## src/rtl/ram_arb_pkg.sv

```systemverilog
// Shared constants and types for the two-port RAM arbiter.
// Holds default sizes, data width, out-of-range read value and port ids.
package ram_arb_pkg;

  localparam int MEM_DEPTH_DEF = 28672;
  localparam int AW_DEF        = 15;
  localparam int DW            = 8;

  localparam logic [DW-1:0] OOR_RDATA = 8'hFF;

  localparam logic PORT_A = 1'b0;
  localparam logic PORT_B = 1'b1;

  // One in-flight read: issuing port and out-of-range flag.
  typedef struct packed {
    logic v;
    logic port;
    logic oor;
  } rd_tag_t;

endpackage

```

## src/rtl/rr_arb2.sv

```systemverilog
// Two-input round-robin arbiter with a last-grant register.
// Ports: clk, reset_n, req_i[1:0] (bit0=A, bit1=B), gnt_o[1:0] one-hot.
module rr_arb2
  import ram_arb_pkg::*;
(
  input  logic       clk,
  input  logic       reset_n,
  input  logic [1:0] req_i,
  output logic [1:0] gnt_o
);

  logic last_q;
  logic last_d;

  always_comb begin
    gnt_o  = 2'b00;
    last_d = last_q;
    case (req_i)
      2'b11:   gnt_o = (last_q == PORT_A) ? 2'b10 : 2'b01;
      default: gnt_o = req_i;
    endcase
    if (gnt_o[1])      last_d = PORT_B;
    else if (gnt_o[0]) last_d = PORT_A;
  end

  // Reset to B so that A wins the first contention.
  always_ff @(posedge clk or negedge reset_n) begin
    if (!reset_n) last_q <= PORT_B;
    else          last_q <= last_d;
  end

endmodule

```

## src/rtl/ram_arbiter_2p.sv

```systemverilog
// Two-port (CPU/DMA) arbiter onto a single-port RAM with registered reads.
// Ports: A/B req/we/addr/din in, gnt/rvalid/dout/err out; ram_we/addr/din out, ram_dout in.
module ram_arbiter_2p
  import ram_arb_pkg::*;
#(
  parameter int MEM_DEPTH = MEM_DEPTH_DEF,
  parameter int AW        = AW_DEF
) (
  input  logic          clk,
  input  logic          reset_n,
  input  logic          a_req,
  input  logic          a_we,
  input  logic [AW-1:0] a_addr,
  input  logic [DW-1:0] a_din,
  output logic          a_gnt,
  output logic          a_rvalid,
  output logic [DW-1:0] a_dout,
  output logic          a_err,
  input  logic          b_req,
  input  logic          b_we,
  input  logic [AW-1:0] b_addr,
  input  logic [DW-1:0] b_din,
  output logic          b_gnt,
  output logic          b_rvalid,
  output logic [DW-1:0] b_dout,
  output logic          b_err,
  output logic          ram_we,
  output logic [AW-1:0] ram_addr,
  output logic [DW-1:0] ram_din,
  input  logic [DW-1:0] ram_dout
);

  localparam logic [AW:0] DEPTH_W = (AW+1)'(MEM_DEPTH);

  logic [1:0]    req;
  logic [1:0]    win;
  logic          any_win;
  logic          sel_we;
  logic [AW-1:0] sel_addr;
  logic [DW-1:0] sel_din;
  logic          sel_oor;

  logic          ram_we_q,   ram_we_d;
  logic [AW-1:0] ram_addr_q, ram_addr_d;
  logic [DW-1:0] ram_din_q,  ram_din_d;
  logic          a_gnt_q,    a_gnt_d;
  logic          b_gnt_q,    b_gnt_d;
  logic          a_err_q,    a_err_d;
  logic          b_err_q,    b_err_d;
  logic          a_rv_q,     a_rv_d;
  logic          b_rv_q,     b_rv_d;
  logic [DW-1:0] a_dout_q,   a_dout_d;
  logic [DW-1:0] b_dout_q,   b_dout_d;
  rd_tag_t       rd1_q,      rd1_d;
  rd_tag_t       rd2_q;
  logic [DW-1:0] rd_data;

  // A port is masked while its grant is showing.
  assign req = {b_req & ~b_gnt_q, a_req & ~a_gnt_q};

  rr_arb2 u_arb (
    .clk     (clk),
    .reset_n (reset_n),
    .req_i   (req),
    .gnt_o   (win)
  );

  assign any_win  = |win;
  assign sel_we   = win[1] ? b_we   : a_we;
  assign sel_addr = win[1] ? b_addr : a_addr;
  assign sel_din  = win[1] ? b_din  : a_din;
  assign sel_oor  = {1'b0, sel_addr} >= DEPTH_W;

  // rd2 lines up with ram_dout for the read issued two cycles back.
  assign rd_data = rd2_q.oor ? OOR_RDATA : ram_dout;

  always_comb begin
    ram_we_d   = any_win & sel_we & ~sel_oor;
    ram_addr_d = any_win ? sel_addr : ram_addr_q;
    ram_din_d  = any_win ? sel_din  : ram_din_q;
    a_gnt_d    = win[0];
    b_gnt_d    = win[1];
    a_err_d    = win[0] & sel_oor;
    b_err_d    = win[1] & sel_oor;
    rd1_d.v    = any_win & ~sel_we;
    rd1_d.port = win[1];
    rd1_d.oor  = sel_oor;
    a_rv_d     = rd2_q.v & (rd2_q.port == PORT_A);
    b_rv_d     = rd2_q.v & (rd2_q.port == PORT_B);
    a_dout_d   = a_rv_d ? rd_data : a_dout_q;
    b_dout_d   = b_rv_d ? rd_data : b_dout_q;
  end

  always_ff @(posedge clk or negedge reset_n) begin
    if (!reset_n) begin
      ram_we_q   <= 1'b0;
      ram_addr_q <= '0;
      ram_din_q  <= '0;
      a_gnt_q    <= 1'b0;
      b_gnt_q    <= 1'b0;
      a_err_q    <= 1'b0;
      b_err_q    <= 1'b0;
      a_rv_q     <= 1'b0;
      b_rv_q     <= 1'b0;
      a_dout_q   <= '0;
      b_dout_q   <= '0;
      rd1_q      <= '0;
      rd2_q      <= '0;
    end else begin
      ram_we_q   <= ram_we_d;
      ram_addr_q <= ram_addr_d;
      ram_din_q  <= ram_din_d;
      a_gnt_q    <= a_gnt_d;
      b_gnt_q    <= b_gnt_d;
      a_err_q    <= a_err_d;
      b_err_q    <= b_err_d;
      a_rv_q     <= a_rv_d;
      b_rv_q     <= b_rv_d;
      a_dout_q   <= a_dout_d;
      b_dout_q   <= b_dout_d;
      rd1_q      <= rd1_d;
      rd2_q      <= rd1_q;
    end
  end

  assign ram_we   = ram_we_q;
  assign ram_addr = ram_addr_q;
  assign ram_din  = ram_din_q;
  assign a_gnt    = a_gnt_q;
  assign b_gnt    = b_gnt_q;
  assign a_err    = a_err_q;
  assign b_err    = b_err_q;
  assign a_rvalid = a_rv_q;
  assign b_rvalid = b_rv_q;
  assign a_dout   = a_dout_q;
  assign b_dout   = b_dout_q;

endmodule
```

## config.mk

```make
export PLATFORM = sky130hd
export DESIGN_NAME = ram_arbiter_2p
export DESIGN_NICKNAME = d
export VERILOG_FILES = /design/src/rtl/ram_arb_pkg.sv /design/src/rtl/rr_arb2.sv /design/src/rtl/ram_arbiter_2p.sv
export SDC_FILE = /design/constraint.sdc
export NUM_CORES = 1
export LEC_CHECK = 0
export CORE_ASPECT_RATIO = 2
export CORE_UTILIZATION = 30
export CTS_CLUSTER_DIAMETER = 30
export CTS_CLUSTER_SIZE = 28
export DETAILED_ROUTE_END_ITERATION = 10
export PLACE_DENSITY = 0.59
export SLEW_MARGIN = 20
export SYNTH_ARGS = -nofsm -noshare
export SYNTH_HDL_FRONTEND = slang
export SYNTH_SLANG_ARGS = --single-unit
```

## constraint.sdc

```tcl
create_clock -name clk -period 2 [get_ports clk]
set_input_delay 0.3 -clock clk [delete_from_list [all_inputs] [get_ports clk]]
set_output_delay 0.3 -clock clk [all_outputs]
set_load 0.02 [all_outputs]
```

## Yosys cells after proc, flatten, opt, wreduce, memory -nomap -nowiden

Cells that the tools add are included.

- $lt $le $gt $ge: 1
- Eq/ne operators: 1
- Reductions and logical operators: 2
- Bitwise operators: 14
- Muxes and demuxes: 8

Operators with widths:

| cell | count |
|---|---|
| $mux W8 | 2 |
| $ge A15 B15 Y1 const B | 1 |
| $mux W15 | 1 |
| $and A1 B1 Y1 | 9 |
| $not A1 Y1 | 5 |
| $mux W2 | 2 |
| $mux W1 | 3 |
| $eq A2 B2 Y1 const B | 1 |
| $reduce_bool A2 Y1 | 1 |
| $reduce_or A2 Y1 | 1 |

- Input port bits: 60
- Logic and storage cells: 43
- Register bits after elaboration: 52
- Output and inout port bits: 46

## Logic depth before layout (Yosys ltp)

Gate-level depths: netlist (run 1).

- Depth after elaboration: 8
- Depth in mapped cells: 5
- Mapped depth without buffers: 4

## By module

Synthesis (run 1) repeated with hierarchy kept, for this count alone.

- Cells, all modules: 175
- Area, all modules: 2217.1 um^2

Modules (own cells, without submodules):

| module | seq. area each (um^2) | cells each | instances | area an instance (um^2) |
|---|---|---|---|---|
| ram_arbiter_2p | 1276.2 | 168 | 1 | 2155.8 |
| rr_arb2 | 26.3 | 7 | 1 | 61.3 |

## Worst setup path before layout (run 1)

Ideal clock, no wire load.

- Kind: register -> register
- Start: register, netlist name rd1_q[1]
- End: register ram_addr_q[12], in the netlist ram_addr[12]
- Data arrival time: 1.312 ns
- Stages on the path, launching flop included: 5
- Data required time: 1.874 ns
- Path slack: 0.562 ns
- Library setup time: 0.126 ns
- Clock period less this slack: 1.438 ns
- Path buffers: 1
- Cell sequence: dfrtp_1 and2b_4 buf_6 nand2_1 a221o_1

RTL lines:

| element | RTL line | text |
|---|---|---|
| end signal, assigned | ram_arbiter_2p.sv:111 | `ram_addr_q <= ram_addr_d;` |
| end, declared | ram_arbiter_2p.sv:44 | `logic [AW-1:0] ram_addr_q, ram_addr_d;` |

## Final worst setup path (run 1)

- Start: register ram_din_q[6], in the netlist ram_din[6]
- End: output port ram_din[6]

RTL lines:

| element | RTL line | text |
|---|---|---|
| start, declared | ram_arbiter_2p.sv:45 | `logic [DW-1:0] ram_din_q, ram_din_d;` |
| start signal, assigned | ram_arbiter_2p.sv:112 | `ram_din_q <= ram_din_d;` |
| end, declared | ram_arbiter_2p.sv:29 | `output logic [DW-1:0] ram_din,` |

No word-level cell between the ends.

==> results of run 1 <==
-- cells in the final DEF, fill, tap and decap left out --
master             n
and2_1             1
a21oi_1            9
a211oi_1           1
and3_1            23
dlygate4sd3_1      1
o211ai_1           1
o21a_1             2
buf_2              1
clkdlybuf4s50_1  104
o21ai_0            8
o221a_1            1
nand3b_2           1
clkbuf_8           1
mux2i_1            2
and3b_1            1
and2b_4            2
dfstp_2            1
nor2_1            18
nand2b_1           1
nand2b_4           1
nand4_1            1
inv_2              1
nand2_1            9
clkinv_2           2
clkbuf_16          5
nor2_2             1
buf_4              4
nand3_1            2
inv_1              2
dfrtp_1           51
or3_1              1
buf_12             1
a221o_1           22
o21ai_2            1
-- worst max path at each step --
stage | startpoint | endpoint | cells past startpoint
4_1_cts | rd1_q[1] | b_gnt | 1
3_3_place_gp | b_req | ram_addr[0] | 5
3_5_place_dp | b_req | ram_din[0] | 5
5_1_grt | rd1_q[1] | b_gnt | 1
2_1_floorplan | rd1_q[1] | ram_addr[12] | 4
6_report | ram_din[6] | ram_din[6] | 1
-- final cells by class --
cell class,instances,area share
Clock buffer,6,0.0409
Inverter,3,0.00331
Clock inverter,2,0.00295
Timing Repair Buffer,111,0.326
Multi-Input combinational cell,109,0.211
Sequential cell,52,0.383
Tap cell,90,0.0331
-- sequential cells by signal (all words and copies together), names as in the netlist --
| signal | flops |
|---|---|
| ram_we | 1 |
| u_arb.last_q | 1 |
| ram_din | 8 |
| a_err | 1 |
| b_dout | 8 |
| rd2_q | 3 |
| b_err | 1 |
| a_dout | 8 |
| a_gnt | 1 |
| rd1_q | 3 |
| b_rvalid | 1 |
| a_rvalid | 1 |
| ram_addr | 15 |
-- cell families after synthesis --
logic type | count (synthesis)
simple gates | 62
flops | 52
compound gates | 45
buf+inv | 16
mux | 2
-- layer usage --
layer,vias to the layer above,wire length [um],GRT usage
met4,0,247,0.0958
met5,-,0,0
met3,12,252,0.0394
met1,870,2240,0.198
met2,65,3450,0.295
li1,856,-,-
-- report_power, final --
part / leakage (nW) / switching (mW) / internal [mW]
sequential: 0.629 / 0.147 / 1.30
combinational: 0.807 / 0.629 / 0.667
clock: 0.0766 / 0.374 / 0.494
total: 1.51 / 1.15 / 2.46
==> impl_metrics.json, run 1 <==
{
  "h-tree-depth": 2,
  "regToRegSetupSlack_ps": 480,
  "min_path_cells": 0,
  "synth_xor_area_frac": 0,
  "fin_util": 0.493,
  "synthSimpleGateAreaFrac": 0.159,
  "leakage_nw": 1.51,
  "hpwl_um": 4680,
  "fin_hold_ws_ps": 348,
  "synth_cell_types": 30,
  "cts_tree": "yes",
  "final_area_mm2": 0.00340,
  "yosysTopAreaCellShare": 0.598,
  "die_x_um": 61.7,
  "reg2reg_depth": 4,
  "cp_num_buf_inv": 1,
  "grt_pass1_wl_um": 9270,
  "antenna_left": 0,
  "die_h_um": 121,
  "placed_cells_incl_taps": 364,
  "worst_r2r_startpoint": "u_arb.last_q",
  "syn_avg_cell_area_um2": 12.1,
  "place_area_mm2": 0.00324,
  "via_per_inst": 4.83,
  "initial_core_util": 0.310,
  "yosys.area_share.adder": 0,
  "synth_edf_count": 0,
  "synthFlopType": "dfrtp_1",
  "hold_buffers": 1,
  "final_max_slew_viol_count": 0,
  "grt_max_degree": 35,
  "cts_resized": 0,
  "wl_um": 6190,
  "dp_slack_ps": 126,
  "cp_max_fo": 2,
  "synth.area.top_cells": "dfrtp_1 60%, a221o_1 10%, and3_1 6.7%",
  "cts_sinks": 52,
  "synth_compound_area_frac": 0.166,
  "worstSetupStartpointType": "register",
  "fmax_mhz": 621,
  "period_needed_ps": 1610,
  "syn_area_mm2": 0.00214,
  "std_cell_rows": 43,
  "grt.total_usage": 0.177,
  "syn_inst": 177,
  "gp_congestion": 0.831,
  "io_pins": 106,
  "cts-root-buf": "clkbuf_16",
  "cts_buffers": 5,
  "layout-drive-gt1-share": 0.0777,
  "cp-end-kind": "primary output",
  "initialDrtViolationCount": 87,
  "core-area_mm2": 0.00689,
  "drc": 0,
  "fin_nets": 342,
  "vias": 1803,
  "clk_latency_ps": 290,
  "wire_per_inst_um": 16.6,
  "arrival_ps": 1310,
  "cts_buffer_depth": 2,
  "vdd_drop_max_v": 0.000538,
  "max_stage_delay_ps": 660,
  "syn-num-nets": 237,
  "hold_viol": 0,
  "yosysSeqAreaShare": 0.610,
  "ys_warn_count": 0,
  "cts.clk_slew.worst_paths_ps": 70,
  "worstHoldStart": "rd1_q[0]",
  "r2r_end": "ram_addr[3]",
  "crit_type": "register to primary output",
  "fillers": 712,
  "status": "completed",
  "stdcell_count": 373,
  "fin_ws_ps": 389,
  "worstMarginPinSlew_ps": 587,
  "relSlewSlack": 0.609,
  "synth_area_leader_cell": "dfrtp_1",
  "hold_end": "rd2_q[0]",
  "required_ps": 1700,
  "async_flop_share": 1.00,
  "areaGrowthSynthToFinish_pct": 59.1,
  "grt_pass1_vias": 1759,
  "slowest_stage": "clkdlybuf4s50_1",
  "fin_worst_skew_ps": 2.94,
  "synthMuxAreaShare": 0.00937,
  "total_power_mw": 3.61,
  "seq_area_mm2": 0.00130,
  "antenna_found_initial": 0,
  "rsz0062_at_grt": "false",
  "yosysMostFrequentCell": "dfrtp_1",
  "grt-ovfl-total": 0,
  "worstPathCellList": "clkdlybuf4s50_1",
  "n_antenna_cell": 0,
  "dr.pass1.iters": 4,
  "ys_top_cells_by_count": "51 x dfrtp_1, 23 x and3_1, 22 x a221o_1, 18 x nor2_1",
  "setup_tns_ps": 0,
  "min_period_over_period": 0.805,
  "pwr_density_cell_mw_per_mm2": 1060,
  "synth_top_family_by_area": "compound AO/OA/AOI/OAI gates",
  "cts_setup_buffers": 0,
  "synth-seq-cells": 52,
  "setup_viol": 0,
  "critical-path-top-delay-family": "buffers and inverters",
  "hp-class": "register to register",
  "die_area_mm2": 0.00748,
  "max_cap_viol_count": 0,
  "multi_input_area_um2": 716,
  "io_buffers": 105
}
No activity file was read; power rests on OpenSTA's default activity.
==> run 2: changes to the inputs <==
- clock period: 2 -> 1.5 ns (I/O delays scaled with it)
==> run 2 against run 1 <==
Against the previous run: non-clock buffer count rose by 8; power rose by 32%; via count fell by 0.22%; sequential power rose by 33%; setup slack got worse by 360 ps.
==> impl_metrics.json, run 2 (synthesis results as in run 1) <==
{
  "cts.clk_slew.worst_paths_ps": 60,
  "period_needed_ps": 1470,
  "grt_pass1_vias": 1825,
  "antenna_left": 0,
  "max_cap_viol_count": 0,
  "worstSetupStartpointType": "register",
  "crit_type": "register to primary output",
  "required_ps": 1270,
  "cp-endpoint": "ram_addr[11]",
  "critPathLaunch": "ram_addr[11]",
  "cp_num_buf_inv": 1,
  "vias": 1799,
  "fin_ws_ps": 28.2,
  "regToRegSetupSlack_ps": 50,
  "switching_share": 0.315,
  "pwr_density_cell_mw_per_mm2": 1340,
  "std_cell_rows": 43,
  "internal_power_mw": 3.25,
  "combPwrFrac": 0.358,
  "io_buffers": 105,
  "layout-drive-gt1-share": 0.0962,
  "dr.pass1.iters": 4,
  "r2r_end": "ram_addr[2]",
  "max_stage_delay_ps": 600,
  "setup_viol": 0,
  "top_usage_layer": "met2",
  "worstPathCellList": "clkdlybuf4s50_1",
  "use_met3": 0.0362,
  "setup_tns_ps": 0,
  "hp-class": "register to register",
  "seqPwrFrac": 0.403,
  "layout_commonest_cell": "clkdlybuf4s50_1",
  "grt_util_met1": 0.196,
  "wl_um": 6130,
  "die_area_mm2": 0.00748,
  "grt_pass1_wl_um": 9230,
  "final_cell_mix": "70 x clkdlybuf4s50_1, 51 x dfrtp_1, 23 x and3_1, 23 x dlymetal6s2s_1, 22 x a221o_1",
  "leakage_nw": 1.82,
  "wire_per_inst_um": 16.1,
  "cp_max_fo": 2,
  "initial_core_util": 0.310,
  "final_max_slew_viol_count": 0,
  "min_period_over_period": 0.981,
  "cts_buffer_depth": 2,
  "hpwl_um": 4690,
  "fmax_mhz": 679,
  "n_antenna_cell": 0,
  "die_x_um": 61.7,
  "grt_max_degree": 22,
  "clk_latency_ps": 290,
  "status": "completed",
  "critical-path-top-delay-family": "buffers and inverters",
  "use_met2": 0.296,
  "worst_r2r_startpoint": "u_arb.last_q",
  "cts_tree": "yes",
  "via_per_inst": 4.72,
  "total_power_mw": 4.75,
  "fin_nets": 350,
  "cts_buffers": 5,
  "reg2reg_depth": 4,
  "h-tree-depth": 2,
  "slowest_stage": "clkdlybuf4s50_1",
  "cp-end-kind": "primary output",
  "initialDrtViolationCount": 91,
  "antenna_found_initial": 0,
  "rsz0062_at_grt": "false",
  "switching_power_mw": 1.50,
  "gp_congestion": 0.822,
  "arrival_ps": 1250,
  "grt-ovfl-total": 0,
  "crit_cells": 1,
  "hold_viol": 0,
  "core-area_mm2": 0.00689,
  "clock_power_share": 0.238,
  "worstMarginPinSlew_ps": 581,
  "dp_slack_ps": -186,
  "fin_util": 0.514,
  "die_h_um": 121,
  "cts-root-buf": "clkbuf_16",
  "areaGrowthSynthToFinish_pct": 65.7,
  "largest_reg_flops": 15,
  "fillers": 662,
  "vdd_drop_max_v": 0.000541,
  "drc": 0,
  "io_pins": 106,
  "relSlewSlack": 0.613,
  "cts_sinks": 52,
  "grt.total_usage": 0.174,
  "fin_worst_skew_ps": 3.62
}
## run 2: cell types whose count changed in the layout (fill, tap and decap cells not counted)
cell | previous run | this run
buf_12 | 1 | 4
buf_4 | 4 | 9
clkbuf_1 | 0 | 2
clkdlybuf4s50_1 | 104 | 70
clkinv_2 | 2 | 0
dlygate4sd2_1 | 0 | 11
dlymetal6s2s_1 | 0 | 23
inv_2 | 1 | 0
inv_4 | 0 | 1
## run 2: metal layers
metal	up-vias	wire, um
li1	873	-
met1	855	2220
met2	60	3440
met3	11	261
met4	0	204
met5	-	0
## run 2: per-stage QoR
step                cells  area, um^2  hold slack (ps)
detailed placement    372        3340              201
finish                381        3540              349
floorplan             177        2140            -70.6
global route          381        3540              360
global placement      372        3340              193
CTS                   381        3480              349
## run 2: worst register-to-register path, cell delays in order (launching register included)
cell and delay (ps):
dfstp_2 580, nand3b_2 90, buf_4 190, and3_1 190
a221o_1 270
## run 2: worst min path at each step
| stage | startpoint | end | slack, ps | cells after the start |
|---|---|---|---|---|
| after floorplan | reset_n | a_dout[0] | -70 | 0 |
| after global placement | reset_n | ram_addr[1] | 190 | 1 |
| after detailed placement | reset_n | ram_addr[2] | 200 | 1 |
| after CTS | rd1_q[2] | rd2_q[2] | 350 | 0 |
| after global routing | rd1_q[2] | rd2_q[2] | 360 | 0 |
| final | rd1_q[2] | rd2_q[2] | 350 | 0 |
## run 2: cell type report
class	instances	area (um^2)	share of cell area
sequential	52	1300	0.368
timing repair buffer	119	1250	0.353
multi-input combinational	109	716	0.202
clock buffer	8	146	0.0414
tap	90	113	0.0318
inverter	3	13.8	0.00389
## run 2: what timing repair did
action,CTS,global route
hold buffers,1,0
endpoints found under the hold margin,15,0
setup buffers,0,0
resized for setup,11,25
pin swaps,0,0
cloned,0,0
endpoints found under the setup margin,11,24
## run 2: power groups by stage
stage | clock network (mW) | logic (mW) | registers (mW)
global route | 1.21 | 1.84 | 1.96
finish | 1.13 | 1.70 | 1.92
detailed placement | 0 | 1.79 | 1.94
CTS | 1.17 | 1.75 | 1.92
floorplan | 0 | 0.467 | 2.30
global placement | 0 | 1.77 | 1.95
